`src/rtl/sdram_port_arbiter_if.sv`:
```
// Bus bundle between the two requesters, the arbiter and the SDRAM controller command port.
// The master modport is the arbiter's view; slave is the view of the surrounding environment.
interface sdram_port_arbiter_if #(
  parameter int ADDR_W = 25,
  parameter int DATA_W = 16
);
  logic              p0_req;
  logic              p0_we;
  logic [ADDR_W-1:0] p0_addr;
  logic [DATA_W-1:0] p0_wdata;
  logic              p0_ack;
  logic [DATA_W-1:0] p0_rdata;

  logic              p1_req;
  logic              p1_we;
  logic [ADDR_W-1:0] p1_addr;
  logic [DATA_W-1:0] p1_wdata;
  logic              p1_ack;
  logic [DATA_W-1:0] p1_rdata;

  logic              ctl_cmd;
  logic              ctl_we;
  logic [ADDR_W-1:0] ctl_addr;
  logic [DATA_W-1:0] ctl_wdata;
  logic              ctl_done;
  logic [DATA_W-1:0] ctl_rdata;

  logic              busy;
  logic              grant;
  logic              timeout;

  modport master (
    input  p0_req, p0_we, p0_addr, p0_wdata,
    input  p1_req, p1_we, p1_addr, p1_wdata,
    input  ctl_done, ctl_rdata,
    output p0_ack, p0_rdata, p1_ack, p1_rdata,
    output ctl_cmd, ctl_we, ctl_addr, ctl_wdata,
    output busy, grant, timeout
  );

  modport slave (
    output p0_req, p0_we, p0_addr, p0_wdata,
    output p1_req, p1_we, p1_addr, p1_wdata,
    output ctl_done, ctl_rdata,
    input  p0_ack, p0_rdata, p1_ack, p1_rdata,
    input  ctl_cmd, ctl_we, ctl_addr, ctl_wdata,
    input  busy, grant, timeout
  );
endinterface

```
`src/rtl/sdram_port_arbiter.sv`:
```
// Two-port fixed-priority arbiter (port 0 favoured, port 1 protected by a starvation limit) in front of one SDRAM command port.
// Optional WAIT-state watchdog enabled by defining SDRAM_ARB_TIMEOUT_EN.
module sdram_port_arbiter #(
  parameter int ADDR_W         = 25,
  parameter int DATA_W         = 16,
  parameter int MAX_STARVE     = 4,
  parameter int TIMEOUT_CYCLES = 1024
) (
  input logic                 Clk,
  input logic                 Reset_n,
  sdram_port_arbiter_if.master bus
);

  typedef enum logic [1:0] {IDLE, ISSUE, WAIT, RESP} state_t;

  localparam int CNT_W = $clog2(MAX_STARVE + 1);

  state_t            r_state;
  state_t            w_next;
  logic [CNT_W-1:0]  r_starve;
  logic              r_grant;
  logic              r_we;
  logic [ADDR_W-1:0] r_addr;
  logic [DATA_W-1:0] r_wdata;
  logic [DATA_W-1:0] r_p0_rdata;
  logic [DATA_W-1:0] r_p1_rdata;

  logic w_pick1;
  logic w_pick0;
  logic w_to_hit;

  assign w_pick1 = bus.p1_req && (!bus.p0_req || (r_starve == CNT_W'(MAX_STARVE)));
  assign w_pick0 = !w_pick1 && bus.p0_req;

`ifdef SDRAM_ARB_TIMEOUT_EN
  localparam int TO_W = $clog2(TIMEOUT_CYCLES + 1);

  logic [TO_W-1:0] r_to_cnt;
  logic            r_timeout;

  // A late ctl_done on the limit cycle still wins, so the watchdog only fires without it.
  assign w_to_hit = (r_state == WAIT) && !bus.ctl_done &&
                    (r_to_cnt == TO_W'(TIMEOUT_CYCLES - 1));

  always_ff @(posedge Clk or negedge Reset_n) begin
    if (!Reset_n) begin
      r_to_cnt  <= '0;
      r_timeout <= 1'b0;
    end else begin
      r_timeout <= w_to_hit;
      if (r_state == ISSUE) begin
        r_to_cnt <= '0;
      end else if (r_state == WAIT) begin
        r_to_cnt <= r_to_cnt + 1'b1;
      end
    end
  end
`else
  assign w_to_hit = 1'b0;
`endif

  always_ff @(posedge Clk or negedge Reset_n) begin
    if (!Reset_n) begin
      r_state <= IDLE;
    end else begin
      r_state <= w_next;
    end
  end

  always_comb begin
    w_next = r_state;
    case (r_state)
      IDLE:  if (w_pick0 || w_pick1) w_next = ISSUE;
      ISSUE: w_next = WAIT;
      WAIT:  if (bus.ctl_done || w_to_hit) w_next = RESP;
      RESP:  w_next = IDLE;
      default: w_next = IDLE;
    endcase
  end

  // Command latches and per-port read data; rdata only ever changes on a read of that same port.
  always_ff @(posedge Clk or negedge Reset_n) begin
    if (!Reset_n) begin
      r_grant    <= 1'b0;
      r_we       <= 1'b0;
      r_addr     <= '0;
      r_wdata    <= '0;
      r_p0_rdata <= '0;
      r_p1_rdata <= '0;
    end else begin
      if (r_state == IDLE && w_pick1) begin
        r_grant <= 1'b1;
        r_we    <= bus.p1_we;
        r_addr  <= bus.p1_addr;
        r_wdata <= bus.p1_wdata;
      end else if (r_state == IDLE && w_pick0) begin
        r_grant <= 1'b0;
        r_we    <= bus.p0_we;
        r_addr  <= bus.p0_addr;
        r_wdata <= bus.p0_wdata;
      end

      if (r_state == WAIT && !r_we && (bus.ctl_done || w_to_hit)) begin
        if (r_grant) begin
          r_p1_rdata <= bus.ctl_done ? bus.ctl_rdata : DATA_W'(16'hDEAD);
        end else begin
          r_p0_rdata <= bus.ctl_done ? bus.ctl_rdata : DATA_W'(16'hDEAD);
        end
      end
    end
  end

  // Counts port-0 wins that happened while port 1 was waiting.
  always_ff @(posedge Clk or negedge Reset_n) begin
    if (!Reset_n) begin
      r_starve <= '0;
    end else if (!bus.p1_req) begin
      r_starve <= '0;
    end else if (r_state == IDLE && w_pick1) begin
      r_starve <= '0;
    end else if (r_state == IDLE && w_pick0 && r_starve != CNT_W'(MAX_STARVE)) begin
      r_starve <= r_starve + 1'b1;
    end
  end

  always_comb begin
    bus.ctl_cmd   = (r_state == ISSUE);
    bus.ctl_we    = r_we;
    bus.ctl_addr  = r_addr;
    bus.ctl_wdata = r_wdata;
    bus.busy      = (r_state != IDLE);
    bus.grant     = r_grant;
    bus.p0_ack    = (r_state == RESP) && !r_grant;
    bus.p1_ack    = (r_state == RESP) && r_grant;
    bus.p0_rdata  = r_p0_rdata;
    bus.p1_rdata  = r_p1_rdata;
`ifdef SDRAM_ARB_TIMEOUT_EN
    bus.timeout   = (r_state == RESP) && r_timeout;
`else
    bus.timeout   = 1'b0;
`endif
  end

endmodule

```
`src/flat_wrapper.sv`:
```
// flat-port wrapper written by rule: the top's interface ports become plain ports
module sdram_port_arbiter_flat 
#(
  parameter int ADDR_W         = 25,
  parameter int DATA_W         = 16,
  parameter int MAX_STARVE     = 4,
  parameter int TIMEOUT_CYCLES = 1024
)
  (Clk, Reset_n, bus_p0_req, bus_p0_we, bus_p0_addr, bus_p0_wdata, bus_p1_req, bus_p1_we, bus_p1_addr, bus_p1_wdata, bus_ctl_done, bus_ctl_rdata, bus_p0_ack, bus_p0_rdata, bus_p1_ack, bus_p1_rdata, bus_ctl_cmd, bus_ctl_we, bus_ctl_addr, bus_ctl_wdata, bus_busy, bus_grant, bus_timeout);
  sdram_port_arbiter_if #(.ADDR_W(ADDR_W), .DATA_W(DATA_W)) bus_i ();
  input logic Clk;
  input logic Reset_n;
  input wire logic [$bits(bus_i.p0_req)-1:0] bus_p0_req;
  input wire logic [$bits(bus_i.p0_we)-1:0] bus_p0_we;
  input wire logic [$bits(bus_i.p0_addr)-1:0] bus_p0_addr;
  input wire logic [$bits(bus_i.p0_wdata)-1:0] bus_p0_wdata;
  input wire logic [$bits(bus_i.p1_req)-1:0] bus_p1_req;
  input wire logic [$bits(bus_i.p1_we)-1:0] bus_p1_we;
  input wire logic [$bits(bus_i.p1_addr)-1:0] bus_p1_addr;
  input wire logic [$bits(bus_i.p1_wdata)-1:0] bus_p1_wdata;
  input wire logic [$bits(bus_i.ctl_done)-1:0] bus_ctl_done;
  input wire logic [$bits(bus_i.ctl_rdata)-1:0] bus_ctl_rdata;
  output wire logic [$bits(bus_i.p0_ack)-1:0] bus_p0_ack;
  output wire logic [$bits(bus_i.p0_rdata)-1:0] bus_p0_rdata;
  output wire logic [$bits(bus_i.p1_ack)-1:0] bus_p1_ack;
  output wire logic [$bits(bus_i.p1_rdata)-1:0] bus_p1_rdata;
  output wire logic [$bits(bus_i.ctl_cmd)-1:0] bus_ctl_cmd;
  output wire logic [$bits(bus_i.ctl_we)-1:0] bus_ctl_we;
  output wire logic [$bits(bus_i.ctl_addr)-1:0] bus_ctl_addr;
  output wire logic [$bits(bus_i.ctl_wdata)-1:0] bus_ctl_wdata;
  output wire logic [$bits(bus_i.busy)-1:0] bus_busy;
  output wire logic [$bits(bus_i.grant)-1:0] bus_grant;
  output wire logic [$bits(bus_i.timeout)-1:0] bus_timeout;
  assign bus_i.p0_req = bus_p0_req;
  assign bus_i.p0_we = bus_p0_we;
  assign bus_i.p0_addr = bus_p0_addr;
  assign bus_i.p0_wdata = bus_p0_wdata;
  assign bus_i.p1_req = bus_p1_req;
  assign bus_i.p1_we = bus_p1_we;
  assign bus_i.p1_addr = bus_p1_addr;
  assign bus_i.p1_wdata = bus_p1_wdata;
  assign bus_i.ctl_done = bus_ctl_done;
  assign bus_i.ctl_rdata = bus_ctl_rdata;
  assign bus_p0_ack = bus_i.p0_ack;
  assign bus_p0_rdata = bus_i.p0_rdata;
  assign bus_p1_ack = bus_i.p1_ack;
  assign bus_p1_rdata = bus_i.p1_rdata;
  assign bus_ctl_cmd = bus_i.ctl_cmd;
  assign bus_ctl_we = bus_i.ctl_we;
  assign bus_ctl_addr = bus_i.ctl_addr;
  assign bus_ctl_wdata = bus_i.ctl_wdata;
  assign bus_busy = bus_i.busy;
  assign bus_grant = bus_i.grant;
  assign bus_timeout = bus_i.timeout;
  sdram_port_arbiter #(.ADDR_W(ADDR_W), .DATA_W(DATA_W), .MAX_STARVE(MAX_STARVE), .TIMEOUT_CYCLES(TIMEOUT_CYCLES)) u_core (.Clk(Clk), .Reset_n(Reset_n), .bus(bus_i));
endmodule
```
`config.mk`:
```
export PLATFORM = sky130hd
export DESIGN_NAME = sdram_port_arbiter_flat
export DESIGN_NICKNAME = d
export VERILOG_FILES = /design/src/rtl/sdram_port_arbiter_if.sv /design/src/rtl/sdram_port_arbiter.sv /design/src/flat_wrapper.sv
export SDC_FILE = /design/constraint.sdc
export NUM_CORES = 1
export LEC_CHECK = 0
export BUFFER_PORTS_ARGS = -buffer_cell sky130_fd_sc_hd__buf_2
export CAP_MARGIN = 10
export CELL_PAD_IN_SITES_DETAIL_PLACEMENT = 1
export CELL_PAD_IN_SITES_GLOBAL_PLACEMENT = 1
export CORE_MARGIN = 8
export CORE_UTILIZATION = 37
export DETAILED_ROUTE_END_ITERATION = 6
export PLACE_DENSITY_LB_ADDON = 0.12
export SKIP_CTS_REPAIR_TIMING = 1
export SLEW_MARGIN = 20
export SYNTH_ARGS = -nofsm -noshare
export SYNTH_HDL_FRONTEND = slang
export SYNTH_SLANG_ARGS = --single-unit
```
`constraint.sdc`:
```
create_clock -name Clk -period 4.1 [get_ports Clk]
set_input_delay 0 -clock Clk [delete_from_list [all_inputs] [get_ports Clk]]
set_output_delay 0 -clock Clk [all_outputs]
set_load 0.005 [all_outputs]
```
==> flow_metrics.env, run 1 <==
export IMPL_status="finished, final reports clean"
export IMPL_rsz0062_at_grt="no"
export IMPL_layout_common_cells="182 x buf_2, 80 x dfrtp_1, 60 x dlygate4sd3_1"
export IMPL_io_pins=185
export IMPL_ys_seq_elements=80
export IMPL_io_buffers=183
export IMPL_p_leak_nw=2.71
export IMPL_cp_endpoint="u_core.bus.ctl_addr[22]"
export IMPL_hold_path_class="primary input to register"
export IMPL_hold_viol_final=0
export IMPL_pre_cts_slack_ns=1.79
export IMPL_fin_setup_tns_ns=0
export IMPL_path_max_fanout=85
export IMPL_dieWidth_um=118
export IMPL_routedWlPerCell_um=18.4
export IMPL_ant_nets=0
export IMPL_finalPower_mw=3.40
export IMPL_grt_pass1_vias=3806
export IMPL_min_period_over_period=0.567
export IMPL_ys_warn_count=0
export IMPL_drive_gt1_frac=0.356
export IMPL_cts_inserted_buffers=9
export IMPL_p_seq_frac=0.397
export IMPL_syn_nets=468
export IMPL_ir_drop_mv=0.393
export IMPL_hold_slack_ns=0.00159
export IMPL_drt_pass1_iter_count=4
export IMPL_h_tree_depth=3
export IMPL_powerDensity_mw_per_mm2=609
export IMPL_p_sw_frac=0.360
export IMPL_finClkSkew_ns=0.0153
export IMPL_avgSynthCellArea_um2=10.8
export IMPL_grt_first_pass_wirelength_um=20200
export IMPL_final_common_cell="buf_2"
export IMPL_final_util=0.545
export IMPL_cts_sinks=80
export IMPL_globalRouteTotalUtil=0.177
export IMPL_cts_tree="done"
export IMPL_antennaDiodeCount=0
export IMPL_end_kind="register"
export IMPL_crit_start="u_core.r_state[0]"
export IMPL_cts_root_buf="clkbuf_8"
export IMPL_ys_types=31
export IMPL_die_area_mm2=0.0139
export IMPL_avgViaCountPerCell=4.95
export IMPL_insertion_delay_ns=0.36
export IMPL_cp_data_required_time_ns=4.33
export IMPL_seq_area_frac_synth=0.520
export IMPL_p_comb_frac=0.437
export IMPL_synthesis_instances=356
export IMPL_r2r_end="u_core.bus.ctl_addr[22]"
export IMPL_drt_wl_total_um=13300
export IMPL_grt_ovfl_total=0
export IMPL_p_clk_frac=0.166
export IMPL_r2r_cells=6
export IMPL_initial_core_util=0.376
export IMPL_stdcell_count=726
export IMPL_synth_top_cell_by_area="dfrtp_1"
export IMPL_dp_cells=650
export IMPL_grt_max_degree=86
export IMPL_slew_viol_final=0
export IMPL_cp_start_kind="register"
export IMPL_synth_area_mm2=0.00385
export IMPL_drcViolationCount=0
export IMPL_placed_area_mm2=0.00479
export IMPL_clockBufferDepth=2
export IMPL_slew_headroom=0.449
export IMPL_setup_viol=0
export IMPL_grt_antenna_before_repair=0
export IMPL_nets=697
export IMPL_cp_arrival_ns=2.55
export IMPL_dp_hpwl_um=8850
export IMPL_power_internal_mw=2.17
export IMPL_via_count=3595
export IMPL_worst_slew_pin_transition_ns=0.827
export IMPL_gp_congestion=0.749
export IMPL_reg2reg_slack_ns=1.77
export IMPL_die_y_um=118
export IMPL_maxCapViolCount=0
export IMPL_fin_ws_ns=1.77
export IMPL_core_area_mm2=0.0102
export IMPL_path_clk_slew_ns=0.09
export IMPL_syn_to_final_growth_pct=45.0
export IMPL_p_sw_mw=1.22
export IMPL_netlist_area_leader_share=0.520
export IMPL_fin_area_mm2=0.00558
export IMPL_fin_crit_ns=2.33
export IMPL_timing_rr_start="u_core.r_state[0]"
export IMPL_fmax_mhz=430
export IMPL_path_class="register to register"
export IMPL_rows=37
export IMPL_drtIter0Drc=159
export IMPL_synth_area_leaders="dfrtp_1 52%, a311o_1 11%, nor3b_1 8.2%"
==> logic make-up after synthesis <==
| logic type | share of synthesized area |
|---|---|
| AO/OA/AOI/OAI | 0.170 |
| other | 0.000975 |
| buffers and inverters | 0.0579 |
| flip-flops | 0.520 |
| adder cells (fa/ha/maj) | 0.0228 |
| AND/OR/NAND/NOR | 0.225 |
| multiplexers | 0.00293 |
==> state kept, by name, indices dropped and copies added, names as in the netlist <==
signal                flops
u_core.bus.ctl_addr      25
u_core.bus.ctl_wdata     16
u_core.bus.ctl_we         1
u_core.bus.grant          1
u_core.bus.p0_rdata      16
u_core.bus.p1_rdata      16
u_core.r_starve           3
u_core.r_state            2
==> power groups by stage <==
| stage | clock [mW] | sequential, mW | combinational, mW |
|---|---|---|---|
| floorplan | 0 | 1.37 | 0.821 |
| global placement | 0 | 1.35 | 1.41 |
| detailed placement | 0 | 1.37 | 1.46 |
| CTS | 0.583 | 1.35 | 1.47 |
| global route | 0.610 | 1.39 | 1.66 |
| finish | 0.563 | 1.35 | 1.48 |
==> cell type report <==
type / count / area [um^2]
Fill cell: 1200 / 4650
Sequential cell: 80 / 2000
Multi-Input combinational cell: 238 / 1620
Timing Repair Buffer: 249 / 1570
Tap cell: 136 / 170
Clock buffer: 11 / 151
Clock inverter: 5 / 38.8
Inverter: 7 / 26.3
==> synthesized netlist by cell type, drive strengths merged <==
library cell	count
nand2	41
nor3b	43
conb	1
and2	1
dfrtp	80
a311o	42
o21ai	34
nor2b	33
buf	21
clkbuf	10
nand3	2
inv	7
a21boi	4
nor2	11
or2	1
and2b	11
nand4bb	1
nand4b	1
o32a	1
a21oi	1
o21a	1
mux2	1
and3b	1
ha	7
==> worst max-delay path, cell delays in order, from the launching register on <==
cell	delay [ns]
dfrtp_1	0.43
inv_1	0.12
ha_1	0.28
o21a_2	0.17
buf_4	0.60
and2b_1	0.27
a311o_1	0.27
==> layer usage <==
metal | track usage | wire length [um] | up-vias
met5 | 0 | 0 | -
met4 | 0.0552 | 129 | 0
met3 | 0.0523 | 805 | 11
met2 | 0.308 | 7000 | 104
met1 | 0.204 | 5390 | 1756
li1 | - | - | 1724
==> worst min-delay path by stage <==
stage | start | endpoint | slack, ns | depth (start not counted)
floorplan | Reset_n | u_core.bus.ctl_addr[0] | -0.30 | 0
global placement | bus_p0_wdata[15] | u_core.bus.ctl_wdata[15] | 0.24 | 2
detailed placement | bus_p0_addr[19] | u_core.bus.ctl_addr[19] | 0.25 | 2
CTS | Reset_n | u_core.bus.p1_rdata[12] | -0.14 | 1
global route | bus_ctl_done | u_core.bus.p1_rdata[8] | 0.01 | 3
finish | bus_ctl_done | u_core.bus.p1_rdata[8] | 0.002 | 3
Power figures use the tool's default switching activity.
==> inputs of run 2 (changes only) <==
- CORE_UTILIZATION: 37 -> 31
- clock period: 4.1 -> 1.9 ns (I/O delays scaled with it)
==> flow_metrics.env, run 2 (synthesis results as in run 1) <==
export IMPL_status="finished, final reports clean"
export IMPL_final_util=0.489
export IMPL_grt_ovfl_total=0
export IMPL_io_buffers=183
export IMPL_stdcell_count=767
export IMPL_fmax_mhz=564
export IMPL_syn_to_final_growth_pct=53.3
export IMPL_ant_nets=0
export IMPL_power_internal_mw=5.48
export IMPL_p_sw_frac=0.332
export IMPL_nets=707
export IMPL_dieWidth_um=127
export IMPL_powerDensity_mw_per_mm2=1390
export IMPL_initial_core_util=0.319
export IMPL_drcViolationCount=0
export IMPL_layout_common_cells="182 x buf_2, 80 x dfrtp_1, 60 x dlygate4sd3_1"
export IMPL_insertion_delay_ns=0.33
export IMPL_cp_start_kind="register"
export IMPL_path_clk_slew_ns=0.06
export IMPL_p_clk_frac=0.223
export IMPL_timing_rr_start="u_core.r_state[1]"
export IMPL_clockBufferDepth=2
export IMPL_fin_setup_tns_ns=0
export IMPL_maxCapViolCount=0
export IMPL_cts_inserted_buffers=9
export IMPL_drive_gt1_frac=0.368
export IMPL_cp_arrival_ns=1.98
export IMPL_rows=40
export IMPL_cts_tree="done"
export IMPL_drt_pass1_iter_count=5
export IMPL_grt_antenna_before_repair=0
export IMPL_path_class="register to register"
export IMPL_io_pins=185
export IMPL_nFillCells=1398
export IMPL_p_comb_frac=0.420
export IMPL_grt_first_pass_wirelength_um=20800
export IMPL_cts_sinks=80
export IMPL_crit_start="u_core.r_state[1]"
export IMPL_rsz0062_at_grt="no"
export IMPL_largest_reg_flops=25
export IMPL_cp_data_required_time_ns=2.11
export IMPL_die_area_mm2=0.0162
export IMPL_cts_root_buf="clkbuf_16"
export IMPL_die_y_um=127
export IMPL_fin_crit_ns=1.77
export IMPL_hold_path_class="primary input to register"
export IMPL_end_kind="register"
export IMPL_grt_max_degree=45
export IMPL_drtIter0Drc=156
export IMPL_hold_start="bus_ctl_done"
export IMPL_p_seq_frac=0.357
export IMPL_p_sw_mw=2.73
export IMPL_slew_viol_final=0
export IMPL_min_period_over_period=0.933
export IMPL_finClkSkew_ns=0.00538
export IMPL_globalRouteTotalUtil=0.160
export IMPL_ir_drop_mv=0.463
export IMPL_routedWlPerCell_um=18.1
export IMPL_drt_wl_total_um=13900
export IMPL_gp_congestion=0.754
export IMPL_path_max_fanout=31
export IMPL_final_common_cell="buf_2"
export IMPL_hold_viol_final=0
export IMPL_p_leak_nw=2.84
export IMPL_grt_pass1_vias=3834
export IMPL_via_count=3575
export IMPL_h_tree_depth=3
export IMPL_setup_viol=0
export IMPL_dp_hpwl_um=9570
export IMPL_core_area_mm2=0.0121
export IMPL_avgViaCountPerCell=4.66
export IMPL_dp_cells=691
[run 2: final timing paths]
path	end	depth (start not counted)	slack, ns
setup / recovery	u_core.bus.ctl_wdata[15]	6	0.13
hold reg to reg	u_core.bus.p0_rdata[10]	2	0.48
min in group asynchronous	u_core.bus.ctl_wdata[13]	2	0.16
hold / removal	u_core.bus.p1_rdata[8]	3	0.03
max in group asynchronous	u_core.bus.p0_rdata[1]	3	1.14
setup reg to reg	u_core.bus.ctl_wdata[15]	6	0.13
[run 2: metal layers]
layer | share of wire | vias to the layer above | track usage | routed length (um)
li1 | - | 1748 | - | -
met1 | 0.42 | 1706 | 0.192 | 5800
met2 | 0.50 | 111 | 0.266 | 6910
met3 | 0.075 | 10 | 0.0491 | 1040
met4 | 0.0094 | 0 | 0.0567 | 131
met5 | 0 | - | 0 | 0
[run 2: power by group through the flow]
stage	logic [mW]	clock network [mW]	registers [mW]
2_1_floorplan	1.77	0	2.96
3_3_place_gp	3.17	0	2.92
3_5_place_dp	3.29	0	2.95
4_1_cts	3.31	1.88	2.93
5_1_grt	3.88	1.95	3.02
6_report	3.45	1.83	2.93
[run 2: final cells by class]
| type | instances | area (um^2) | area share |
|---|---|---|---|
| flip-flops and latches | 80 | 2000 | 0.339 |
| repair buffers | 259 | 1710 | 0.289 |
| multi-input cells | 238 | 1640 | 0.278 |
| clock buffers | 10 | 239 | 0.0405 |
| well taps | 168 | 210 | 0.0356 |
| clock inverters | 4 | 70.1 | 0.0119 |
| inverters | 7 | 26.3 | 0.00445 |
| diodes | 1 | 2.50 | 0.000424 |
[run 2: worst max-delay path: stages (launching register included)]
cell,delay [ns]
dfrtp_1,0.41
inv_1,0.14
ha_4,0.19
nand2_2,0.07
or2_1,0.22
buf_4,0.25
a311o_1,0.36
[run 2: metrics by stage]
| step | hold WS (ns) | power [mW] | area, um^2 | setup slack [ns] |
|---|---|---|---|---|
| floorplan | -0.296 | 4.73 | 3850 | 0.167 |
| global placement | -0.0334 | 6.09 | 4940 | 0.0708 |
| detailed placement | -0.0172 | 6.25 | 4940 | -0.00871 |
| CTS | -0.383 | 8.13 | 5250 | -0.0440 |
| global route | 0.0380 | 8.85 | 5900 | 0.0312 |
| finish | 0.0284 | 8.21 | 5900 | 0.128 |
==> inputs of run 3 (changes only) <==
- CTS_BUF_LIST: not set -> sky130_fd_sc_hd__clkbuf_16
- TNS_END_PERCENT: not set -> 50
==> flow_metrics.env, run 3 (synthesis results as in run 1) <==
export IMPL_die_y_um=127
export IMPL_p_leak_nw=2.84
export IMPL_path_max_fanout=31
export IMPL_final_common_cell="buf_2"
export IMPL_cts_inserted_buffers=9
export IMPL_stdcell_count=767
export IMPL_io_buffers=183
export IMPL_hold_path_class="primary input to register"
export IMPL_avgViaCountPerCell=4.66
export IMPL_cts_tree="done"
export IMPL_core_area_mm2=0.0121
export IMPL_globalRouteTotalUtil=0.160
export IMPL_nFillCells=1399
export IMPL_routedWlPerCell_um=18.0
export IMPL_initial_core_util=0.319
export IMPL_clockBufferDepth=2
export IMPL_powerDensity_mw_per_mm2=1390
export IMPL_fmax_mhz=556
export IMPL_crit_start="u_core.r_state[0]"
export IMPL_timing_rr_start="u_core.r_state[0]"
export IMPL_dp_cells=691
export IMPL_r2r_end="u_core.bus.ctl_wdata[15]"
export IMPL_cp_start_kind="register"
export IMPL_nets=707
export IMPL_r2r_cells=6
export IMPL_drcViolationCount=0
export IMPL_end_kind="register"
export IMPL_drt_pass1_iter_count=4
export IMPL_die_area_mm2=0.0162
export IMPL_cpPeakStageDelay_ns=0.42
export IMPL_grt_ovfl_total=0
export IMPL_h_tree_depth=3
export IMPL_grt_max_degree=45
export IMPL_syn_to_final_growth_pct=53.1
export IMPL_grt_pass1_vias=3813
export IMPL_drt_wl_total_um=13800
export IMPL_finClkSkew_ns=0.00451
export IMPL_dieWidth_um=127
export IMPL_gp_congestion=0.754
export IMPL_finalPower_mw=8.16
export IMPL_cp_endpoint="u_core.bus.ctl_wdata[15]"
export IMPL_dp_hpwl_um=9570
export IMPL_drtIter0Drc=166
export IMPL_ant_nets=0
export IMPL_fin_crit_ns=1.80
export IMPL_slew_viol_final=0
export IMPL_maxCapViolCount=0
export IMPL_cp_arrival_ns=2.00
export IMPL_pre_cts_slack_ns=-0.00871
export IMPL_fin_ws_ns=0.100
export IMPL_largest_reg_flops=25
export IMPL_cp_data_required_time_ns=2.10
export IMPL_hold_viol_final=0
export IMPL_layout_common_cells="182 x buf_2, 80 x dfrtp_1, 60 x dlygate4sd3_1"
export IMPL_insertion_delay_ns=0.33
export IMPL_rows=40
export IMPL_cts_sinks=80
export IMPL_rsz0062_at_grt="no"
export IMPL_cp_slowest_cell="dfrtp_1"
export IMPL_path_class="register to register"
export IMPL_grt_first_pass_wirelength_um=20700
export IMPL_setup_viol=0
export IMPL_cts_root_buf="clkbuf_16"
export IMPL_crit_chain="inv_1 > ha_4 > nand2_2 > or2_1 > buf_4 > a311o_1"
export IMPL_ir_drop_mv=0.463
export IMPL_grt_antenna_before_repair=0
export IMPL_via_count=3578
export IMPL_drive_gt1_frac=0.365
export IMPL_reg2reg_slack_ns=0.10
export IMPL_status="finished, final reports clean"
export IMPL_path_clk_slew_ns=0.06
export IMPL_io_pins=185
export IMPL_min_period_over_period=0.947
run 3: cell count changes in the layout (fill, tap and decap cells not counted):
cell / before / now
clkinv_1: 0 / 1
clkbuf_8: 1 / 0
inv_2: 2 / 1
inv_1: 5 / 6
run 3: worst max-delay path: cells and delay by family (launching register included):
kind	cells	cell delay (ns)
DFF	1	0.42
buffers and inverters	2	0.41
AOI/OAI and AO/OA	1	0.36
and+or+nand+nor	2	0.29
adders and majority gates	1	0.20
run 3: how the worst min path moves through the flow:
stage                 startpoint  cells past startpoint                endpoint  slack [ns]
floorplan                Reset_n                      0  u_core.bus.ctl_addr[0]       -0.30
global placement         Reset_n                      1  u_core.bus.ctl_addr[3]       -0.03
detailed placement       Reset_n                      1  u_core.bus.ctl_addr[7]       -0.02
CTS                      Reset_n                      1  u_core.bus.ctl_addr[7]       -0.38
global route        bus_ctl_done                      3  u_core.bus.p1_rdata[8]        0.04
finish              bus_ctl_done                      3  u_core.bus.p1_rdata[8]        0.03
run 3: final cells by class:
class | instances | area (um^2) | share of cell area
antenna | 1 | 2.50 | 0.000425
tap | 168 | 210 | 0.0357
clock buffer | 9 | 225 | 0.0382
timing repair buffer | 259 | 1710 | 0.290
inverter | 7 | 26.3 | 0.00446
clock inverter | 5 | 73.8 | 0.0125
multi-input combinational | 238 | 1640 | 0.279
sequential | 80 | 2000 | 0.340
run 3: metrics by stage:
stage	cell area, um^2	util	hold slack (ns)	TNS [ns]
CTS	5240	0.435	-0.382	-0.125
finish	5890	0.488	0.0295	0
global route	5890	0.488	0.0380	0
global placement	4940	0.410	-0.0334	0
floorplan	3850	-	-0.296	0
detailed placement	4940	0.410	-0.0172	-0.0240
run 3: power by group:
part           internal (mW)  leakage (nW)  switching (mW)
registers               2.50         0.992           0.427
clock network           1.13         0.149           0.661
logic                   1.82          1.69            1.63
total                   5.44          2.84            2.72
run 3: routing by layer:
metal  GRT usage  wire length (um)  share of wire  up-vias
met1       0.192              5890           0.43     1717
met3      0.0491               942          0.068       10
met4      0.0567               131         0.0095        0
li1            -                 -              -     1746
met2       0.264              6880           0.50      105
met5           0                 0              0        -
